File: config.mk
export PLATFORM = sky130hd
export DESIGN_NAME = dma_mstr
export DESIGN_NICKNAME = d
export VERILOG_FILES = /design/src/rtl/dma_mstr.sv
export SDC_FILE = /design/constraint.sdc
export NUM_CORES = 1
export LEC_CHECK = 0
export CORE_MARGIN = 4
export CORE_UTILIZATION = 51
export DETAILED_ROUTE_END_ITERATION = 10
export GPL_TIMING_DRIVEN = 0
export PLACE_DENSITY = 0.78
export SLEW_MARGIN = 20
export SYNTH_ARGS = -nofsm -noshare
export SYNTH_HDL_FRONTEND = slang
export SYNTH_SLANG_ARGS = --single-unit
export TNS_END_PERCENT = 100
File: constraint.sdc
create_clock -name bus_clk -period 3.1 [get_ports bus_clk]
set_input_delay 0.465 -clock bus_clk [delete_from_list [all_inputs] [get_ports bus_clk]]
set_output_delay 0.465 -clock bus_clk [all_outputs]
set_load 0.03 [all_outputs]
File: src/rtl/dma_mstr.sv
// Single-channel byte DMA master: moves dma_len bytes between the memory bus and the tx/rx card streams.
// Optional bus watchdog enabled by defining DMA_MSTR_BUS_TIMEOUT_EN (drives dma_err).
module dma_mstr #(
  parameter int FIFO_DEPTH = 8,
  parameter int TMO_CYC    = 255
) (
  input  logic        bus_clk,
  input  logic        rstn,
  input  logic        dma_start,
  input  logic        dma_dir,
  input  logic [16:0] dma_saddr,
  input  logic [15:0] dma_len,
  input  logic        dma_abort,
  output logic        dma_busy,
  output logic        dma_done,
  output logic        dma_err,
  output logic [7:0]  tx_data,
  output logic        tx_valid,
  input  logic        tx_ready,
  input  logic [7:0]  rx_data,
  input  logic        rx_valid,
  output logic        rx_ready,
  output logic        bus_rd,
  output logic        bus_wr,
  output logic [16:0] bus_addr,
  output logic [7:0]  bus_wdata,
  input  logic        bus_ready,
  input  logic        bus_rdata_ready,
  input  logic [7:0]  bus_rdata
);
  localparam int AW = $clog2(FIFO_DEPTH);
  localparam logic [AW:0] FULL_CNT = (AW+1)'(FIFO_DEPTH);

  if (FIFO_DEPTH < 2 || FIFO_DEPTH > 64 || (FIFO_DEPTH & (FIFO_DEPTH-1)) != 0 ||
      TMO_CYC < 1 || TMO_CYC > 255) begin : g_param_chk
    $error("dma_mstr: FIFO_DEPTH must be a power of 2 in 2..64, TMO_CYC in 1..255");
  end

  typedef enum logic [2:0] {S_IDLE, S_ISSUE, S_GAP, S_WAIT, S_DRAIN, S_DONE} state_t;

  state_t      r_state;
  logic        r_dir, r_abort, r_rd, r_wr;
  logic [16:0] r_addr;
  logic [15:0] r_len, r_rem, r_rx_cnt;
  logic [7:0]  r_wdata;
  logic [7:0]  r_mem [FIFO_DEPTH];
  logic [AW-1:0] r_wptr, r_rptr;
  logic [AW:0]   r_cnt;

  logic        w_empty, w_full, w_cmpl_rd, w_cmpl_wr, w_cmpl, w_issue;
  logic        w_push, w_pop, w_rx_push, w_tx_pop, w_flush, w_tmo;
  logic [7:0]  w_push_data;
  logic [15:0] w_rem_nxt;

  assign w_empty   = (r_cnt == '0);
  assign w_full    = (r_cnt == FULL_CNT);
  assign w_cmpl_rd = (r_state == S_WAIT) && !r_dir && bus_rdata_ready;
  assign w_cmpl_wr = (r_state == S_WAIT) &&  r_dir && bus_ready;
  assign w_cmpl    = w_cmpl_rd | w_cmpl_wr;
  assign w_issue   = (r_state == S_ISSUE) && !dma_abort && bus_ready && (r_dir ? !w_empty : !w_full);
  assign w_rem_nxt = r_rem - 16'd1;

  assign dma_busy  = (r_state != S_IDLE);
  assign dma_done  = (r_state == S_DONE);
  assign tx_valid  = !r_dir && !w_empty;
  assign tx_data   = r_mem[r_rptr];
  // The rx side stops at exactly len accepted bytes so nothing past the transfer is swallowed.
  assign rx_ready  = r_dir && (r_state != S_IDLE) && (r_state != S_DONE) && !w_full && (r_rx_cnt < r_len);
  assign bus_rd    = r_rd;
  assign bus_wr    = r_wr;
  assign bus_addr  = r_addr;
  assign bus_wdata = r_wdata;

  assign w_tx_pop    = tx_valid && tx_ready;
  assign w_rx_push   = rx_ready && rx_valid;
  assign w_push      = w_cmpl_rd | w_rx_push;
  assign w_pop       = w_tx_pop | (w_issue && r_dir);
  assign w_push_data = r_dir ? rx_data : bus_rdata;

  // Any abnormal entry to DONE discards staged bytes.
  assign w_flush = ((r_state == S_ISSUE) && dma_abort) ||
                   (w_cmpl && (r_abort || dma_abort)) ||
                   ((r_state == S_DRAIN) && dma_abort) ||
                   w_tmo;

`ifdef DMA_MSTR_BUS_TIMEOUT_EN
  logic [7:0] r_tmo;
  logic       r_err;
  assign w_tmo   = (r_state == S_WAIT) && !w_cmpl && (r_tmo == 8'(TMO_CYC-1));
  assign dma_err = r_err;
  always_ff @(posedge bus_clk or negedge rstn) begin
    if (!rstn) begin
      r_tmo <= '0;
      r_err <= 1'b0;
    end else begin
      r_tmo <= ((r_state == S_WAIT) && !w_cmpl) ? r_tmo + 8'd1 : 8'd0;
      if ((r_state == S_IDLE) && dma_start) r_err <= 1'b0;
      else if (w_tmo)                       r_err <= 1'b1;
    end
  end
`else
  assign w_tmo   = 1'b0;
  assign dma_err = 1'b0;
`endif

  always_ff @(posedge bus_clk or negedge rstn) begin
    if (!rstn) begin
      r_state  <= S_IDLE;
      r_dir    <= 1'b0;
      r_abort  <= 1'b0;
      r_rd     <= 1'b0;
      r_wr     <= 1'b0;
      r_addr   <= '0;
      r_len    <= '0;
      r_rem    <= '0;
      r_rx_cnt <= '0;
      r_wdata  <= '0;
    end else begin
      r_rd <= 1'b0;
      r_wr <= 1'b0;
      if (w_rx_push) r_rx_cnt <= r_rx_cnt + 16'd1;
      case (r_state)
        S_IDLE: if (dma_start) begin
          r_abort  <= 1'b0;
          r_dir    <= dma_dir;
          r_addr   <= dma_saddr;
          r_len    <= dma_len;
          r_rem    <= dma_len;
          r_rx_cnt <= '0;
          r_state  <= (dma_len == 16'd0) ? S_DONE : S_ISSUE;
        end
        S_ISSUE: begin
          if (dma_abort) r_state <= S_DONE;
          else if (w_issue) begin
            r_rd <= !r_dir;
            r_wr <= r_dir;
            if (r_dir) r_wdata <= r_mem[r_rptr];
            r_state <= S_GAP;
          end
        end
        S_GAP: begin
          if (dma_abort) r_abort <= 1'b1;
          r_state <= S_WAIT;
        end
        S_WAIT: begin
          if (dma_abort) r_abort <= 1'b1;
          if (w_cmpl) begin
            r_addr <= r_addr + 17'd1;
            r_rem  <= w_rem_nxt;
            if (r_abort || dma_abort)   r_state <= S_DONE;
            else if (w_rem_nxt != '0)   r_state <= S_ISSUE;
            else                        r_state <= r_dir ? S_DONE : S_DRAIN;
          end else if (w_tmo) begin
            r_state <= S_DONE;
          end
        end
        S_DRAIN: if (dma_abort || w_empty) r_state <= S_DONE;
        S_DONE:  r_state <= S_IDLE;
        default: r_state <= S_IDLE;
      endcase
    end
  end

  always_ff @(posedge bus_clk or negedge rstn) begin
    if (!rstn) begin
      r_wptr <= '0;
      r_rptr <= '0;
      r_cnt  <= '0;
    end else if (w_flush) begin
      r_wptr <= '0;
      r_rptr <= '0;
      r_cnt  <= '0;
    end else begin
      if (w_push) r_wptr <= r_wptr + 1'b1;
      if (w_pop)  r_rptr <= r_rptr + 1'b1;
      r_cnt <= r_cnt + (AW+1)'(w_push) - (AW+1)'(w_pop);
    end
  end

  // Storage needs no reset; emptiness is carried by the count.
  always_ff @(posedge bus_clk) begin
    if (w_push && !w_flush) r_mem[r_wptr] <= w_push_data;
  end

endmodule
==> impl_results.md, run 1 <==
* Pin count of the biggest net entering global routing at 57
* Post-synthesis cell count at 726
* Pwr/cell area at about 950 mW/mm²
* Final nets at 941
* Max cap viols at 0
* Yosys cell types at 65
* Total Wirelength at between 20 and 25 mm
* Clock share of power at 21.4%
* Synth warnings at 0
* Sw Ratio at between 40% and 50%
* Proportion of netlist area held by the largest area contributor at approximately 28%
* Commonest non-fill, non-tap cell in the layout: dfrtp_1
* Chip Width at 132 µm
* Synthesized area per cell at 10.9 µm²
* Post-synth EDFFs at 64
* Ys async rst share at between 50% and 60%
* # clock sinks at 154
* Worst-Margin Slew at 0.880 ns
* Fraction of layout cells with a size suffix above 1 at 15.4%
* Slew headroom at 39.8%
* Total CTS buffers at 17
* CTS tree: yes
* Fillers at 1157
* CP endpoint kind: flop
* IO Port Bufs at 95
* Register area share after synthesis at 52.8%
* Initial core utilization at 52.0%
* Worst-Skew Late Latency at 0.43 ns
* Via density at about 6.1
* Final worst-path cycle share at 95.6%
* Hold crit path type: in -> reg
* Root Buffer: clkbuf_16
* Total track usage at 23.4%
* Internal power at 0.00570 W
* Final Wtd Congestion at between 0.8 and 0.9
* Final setup fails at 0
* Register area at 0.00418 mm²
* Status: complete, no violations
* Vias in the first global route at 6283
* Sw Pwr at 0.00386 W
* Synth area leaders: dfrtp_1, edfxtp_1, mux4_2
* DP Area at 0.00920 mm²
* Total power at 0.00955 W
* Netlist area before placement at approximately 0.0079 mm²
* DRC at 0
* Total gr overflow at 0
* DP Wirelength at 14.2 mm
* Post-synth top flop: dfrtp_1
* TritonRoute pass-1 iters at 6
* Leakage power at 3.99 nW
* Final Hold Vio Count at 0
* Area grow syn2layout at 27.0%
* Synth Register Bits at 154
* Max-slew violation count at 0
* Worst-path fanout max at 6
* Critical Path RT at 3.42 ns
* R2r setup slk at 0.14 ns
* Post-Layout Inst Area at 0.0100 mm²
* Wire per inst at 19.4 µm
* Antenna violations before repair at 0
* Synth area leader: dfrtp_1
* Worst vdd ir at 0.685 mV
* Core area at approximately 0.015 mm²
* ANT nets after route at 0
* Clock slew at reported path FFs at around 0.060 ns
* # IOs at 98
* Die ar. at 0.0176 mm²
* Most frequent cells in the layout: dfrtp_1, clkdlybuf4s50_1, nand2_1
* Clock Skew at 0.00799 ns
* Bufs on Longest Clock Path at 2
* Via Count at 6457
* Fmax achieved at 0.337 GHz
* Syn nets at slightly above 800
* Die height at 132 µm
* Combinational power share at around 46%
* H-tree Lvls at 4
* Crit path DAT at 3.28 ns
* Area of the multi-input gates at 0.00365 mm²
* Hold_ws at 0.417 ns
* Num rows at 45
* Sequential Power Share at 33.1%
* ANT cells at 0
* DRT iter0 DRCs at 693
* Final Critical Period at between 2 and 3 ns
* Unrepaired setup endpoints after global routing: false
* CP Class: reg -> reg
* Worst setup SP type: flop
* First-pass GRT wire length at 32.8 mm
[cell type report]
cell class / count / area share (%)
Buffer: 41 / 1.84
Timing Repair Buffer: 112 / 10.9
Multi-Input combinational cell: 497 / 36.4
Sequential cell: 154 / 41.6
Clock inverter: 13 / 1.41
Clock buffer: 19 / 4.31
Tap cell: 188 / 2.34
Inverter: 32 / 1.27
[path summary, 6_finish.rpt]
check                                        from                       end  cells past startpoint
max                        r_rx_cnt[10]$_DFF_PN0_        r_cnt[1]$_DFF_PN0_                     13
min                                      rx_valid     r_rx_cnt[1]$_DFF_PN0_                      3
max reg2reg                r_rx_cnt[10]$_DFF_PN0_        r_cnt[1]$_DFF_PN0_                     13
min reg2reg                  r_len[0]$_DFFE_PN0P_      r_len[0]$_DFFE_PN0P_                      2
max in group asynchronous                    rstn     r_rx_cnt[2]$_DFF_PN0_                      3
min in group asynchronous                    rstn  bus_wdata[4]$_DFFE_PN0P_                      2
[registers in the layout, indices dropped and copies added (netlist names), 4 cells and up]
name	flops
r_mem	64
r_rx_cnt	16
bus_addr	17
bus_wdata	8
r_cnt	4
r_len	16
r_rem	16
[metal layers]
metal  track usage [%]  up-vias  part of all wire (%)
met4              8.31        0                   2.4
met3              5.74       50                   7.8
met5                 0        -                     0
met2              38.2      304                    49
li1                  -     2947                     -
met1              30.9     3156                    41
[cells by family (layout without fill, tap and decap cells)]
group / Yosys count / in the layout / share of synthesized area [%]
xor gates and xnor gates: 6 / 6 / 0.665
buffers and inverters: 75 / 217 / 3.83
other: 1 / 1 / 0.0474
DFF: 154 / 154 / 52.8
AOI/OAI and AO/OA: 168 / 168 / 12.6
and+or+nand+nor: 240 / 240 / 15.8
muxes: 54 / 54 / 9.75
adders and majority gates: 28 / 28 / 4.53
[repair_timing]
item	CTS	global route
pin swaps	8	5
setup endpoints to repair	58	41
setup buffers	8	1
hold endpoints to repair	34	0
hold buffers	1	0
resized for setup	42	8
[worst max-delay path: stages (launching register included)]
cell and delay (ns):
dfrtp_1 0.43, ha_1 0.31, nand4_1 0.15, nor3_2 0.22, nand4b_1 0.14, a211o_1 0.13
buf_6 0.13, inv_8 0.04, a21boi_4 0.25, ha_4 0.25, inv_1 0.05, ha_2 0.18
fa_2 0.42, and3_1 0.15
[Yosys cell counts (all sizes together), types with 16 or more instances]
cell type and instances:
nor2 33, a21oi 61, inv 32, nand2 76, mux2 24, dfrtp 90, nand3 27, and3 17
ha 27, o21ai 52, edfxtp 64, clkbuf 29, nor3 16, mux4 16
[power by group through the flow]
| stage | combinational [W] | clock [W] | sequential, W |
|---|---|---|---|
| finish | 0.00435 | 0.00204 | 0.00316 |
| global route | 0.00472 | 0.00214 | 0.00322 |
| CTS | 0.00428 | 0.00206 | 0.00315 |
| detailed placement | 0.00403 | 0 | 0.00316 |
| global placement | 0.00390 | 0 | 0.00314 |
| floorplan | 0.00241 | 0 | 0.00338 |
[stage by stage]
stage                     setup slack, ns  setup TNS (ns)  utilization (%)  cells
after floorplan                    -0.200           -6.19                -    726
after global placement              -1.97         -237.43             59.9   1009
after detailed placement           -0.504          -19.28             60.5   1016
after CTS                         -0.0154         -0.0154             65.9   1056
after global routing               0.0130               0             66.0   1056
final                               0.135               0             66.0   1056
Power figures use the tool's default switching activity.
==> run 2, diff against run 1 <==
Settings changed: CAP_MARGIN set to 0, TNS_END_PERCENT 100 to not set.
==> results of run 2 <==
The final DEF is identical to that of run 1; final timing and power are the same.
==> run 3, diff against run 2 <==
Settings changed: CORE_MARGIN 4 to not set, SKIP_LAST_GASP set to 1.
==> impl_results.md, run 3 (synthesis gave the netlist of run 1 again) <==
* ANT nets after route at 0 (unchanged)
* DRC at 0 (unchanged)
* Die ar. at 0.0160 mm² (-8.9%)
* Slew headroom at 46.1% (+6.2 points)
* Final setup fails at 0 (unchanged)
* Max cap viols at 0 (unchanged)
* Total Wirelength at 20.3 mm (-0.83%)
* IO Port Bufs at 95 (unchanged)
* Worst slack at placement at -0.459 ns (+0.0451 ns)
* CP Class: in -> reg
* Vias in the first global route at 6253 (-0.48%)
* Worst setup margin at 0.0729 ns (-0.0626 ns)
* Initial core utilization at 52.2% (+0.19 points)
* Num rows at 45 (unchanged)
* Fraction of layout cells with a size suffix above 1 at 15.4% (-0.018 points)
* Hold_ws at 0.420 ns (+0.00275 ns)
* Root Buffer: clkbuf_16
* Worst-Margin Slew at 0.788 ns (-0.0913 ns)
* Most frequent cells in the layout: dfrtp_1, clkdlybuf4s50_1, nand2_1
* Chip Width at 126 µm (-4.5%)
* Commonest non-fill, non-tap cell in the layout: dfrtp_1
* Final Wtd Congestion at 0.920 (+4.4%)
* Die height at 126 µm (-4.5%)
* Worst-Skew Late Latency at 0.43 ns (about the same)
* Util after Layout at 66.2% (+0.11 points)
* Pwr/cell area at 951 mW/mm² (about the same)
* Final nets at 942 (+0.11%)
* Worst vdd ir at 0.702 mV (+2.5%)
* Via Count at 6405 (-0.81%)
* Bufs on Longest Clock Path at 2 (unchanged)
* Setup_tns at 0 ns (unchanged)
* ANT cells at 0 (unchanged)
* Final worst-path cycle share at 97.6% (+2.0 points)
* Total CTS buffers at 17 (unchanged)
* Crit path DAT at 3.16 ns (-0.12 ns)
* Hold crit path type: in -> reg
* Worst-path fanout max at 7 (+1)
* Worst setup SP type: input port
* # IOs at 98 (unchanged)
* Crit-path cells: clkdlybuf4s50_1, mux2i_2, a211oi_1, o21ai_1, and2_1, clkbuf_1, nand2b_1, nor4b_2, buf_2
* Wire per inst at 19.2 µm (-0.93%)
* Register with the most flip-flops: r_mem
* Post-Layout Inst Area at 0.0100 mm² (-0.20%)
* Critical Path RT at 3.23 ns (-0.19 ns)
* Pin count of the biggest net entering global routing at 54 (-5.3%)
* DP Wirelength at 14.0 mm (-0.78%)
* CTS tree: yes
* Leakage power at 3.97 nW (-0.49%)
* DP Area at 0.00920 mm² (unchanged)
* First-pass GRT wire length at 32.1 mm (-2.1%)
* # clock sinks at 154 (unchanged)
* Total track usage at 26.3% (+2.8 points)
* DRT iter0 DRCs at 659 (-4.9%)
* Fmax achieved at 0.330 GHz (-2.1%)
* Final Critical Period at 3.03 ns (+0.0626 ns)
* Via density at 6.06 (-0.90%)
* Core area at 0.0151 mm² (-0.37%)
* Antenna violations before repair at 0 (unchanged)
* Largest register FFs at 64 (unchanged)
* Total gr overflow at 0 (unchanged)
* Unrepaired setup endpoints after global routing: true
* Area grow syn2layout at 26.8%
* Max-slew violation count at 0 (unchanged)
* Max stage delay on crit path at 0.51 ns (+0.08 ns)
* CP endpoint kind: flop
* Clock Skew at 0.00690 ns (-0.00108 ns)
* TritonRoute pass-1 iters at 5 (-1)
* Status: complete, no violations
* Crit path max-delay cell type: clkdlybuf4s50_1
* Final Hold Vio Count at 0 (unchanged)
* H-tree Lvls at 4 (unchanged)
* Clock slew at reported path FFs at 0.06 ns (about the same)
-- run 3: worst paths after layout --
kind	startpoint	to	slack, ns	cells after the start
min	rx_valid	r_wptr[2]$_DFFE_PN0P_	0.42	3
min in group asynchronous	rstn	bus_wdata[4]$_DFFE_PN0P_	0.52	2
max in group asynchronous	rstn	r_abort$_DFFE_PN0P_	1.97	3
max	bus_ready	r_mem[4][6]$_DFFE_PP_	0.07	9
max reg2reg	r_rx_cnt[15]$_DFF_PN0_	r_mem[4][6]$_DFFE_PP_	0.08	10
min reg2reg	r_len[0]$_DFFE_PN0P_	r_len[0]$_DFFE_PN0P_	0.49	2
-- run 3: final cells by class --
cell class	count	area (µm²)
buffer	41	188
sequential	154	4170
multi-input combinational	497	3630
clock buffer	21	450
clock inverter	11	123
inverter	32	125
timing repair buffer	113	1090
fill	1144	5130
tap	188	235
-- run 3: worst max-delay path, delay by kind of cell --
family	cells	cell delay, ns
AND/OR/NAND/NOR	3	0.92
multiplexers	1	0.34
buffers and inverters	3	1.04
AO/OA/AOI/OAI	2	0.39
-- run 3: per-stage QoR --
step | std cells | total power [W]
after floorplan | 726 | 0.00579
after global placement | 1009 | 0.00703
after detailed placement | 1016 | 0.00718
after CTS | 1055 | 0.00936
after global routing | 1057 | 0.0101
final | 1057 | 0.00953
-- run 3: what timing repair did --
item                                    in CTS  in global routing
hold endpoints to repair                    37                  0
resized for setup                           26                 20
setup buffers                                7                  3
endpoints found under the setup margin      57                 48
pin swaps                                    3                 11
hold buffers                                 1                  0
-- run 3: power breakdown --
| group | switching, W | internal, W | leakage (nW) | total (W) |
|---|---|---|---|---|
| clock | 0.000831 | 0.00121 | 0.270 | 0.00204 |
| sequential | 0.000441 | 0.00273 | 1.69 | 0.00317 |
| combinational | 0.00255 | 0.00177 | 2.01 | 0.00432 |
| total | 0.00382 | 0.00570 | 3.97 | 0.00953 |
-- run 3: metal layers --
metal  wire length (µm)  vias up  track usage, %
li1                   -     2948               -
met1               8610     3123            34.3
met2               9820      285            42.3
met3               1340       49            5.65
met4                495        0            12.1
met5                  0        -               0
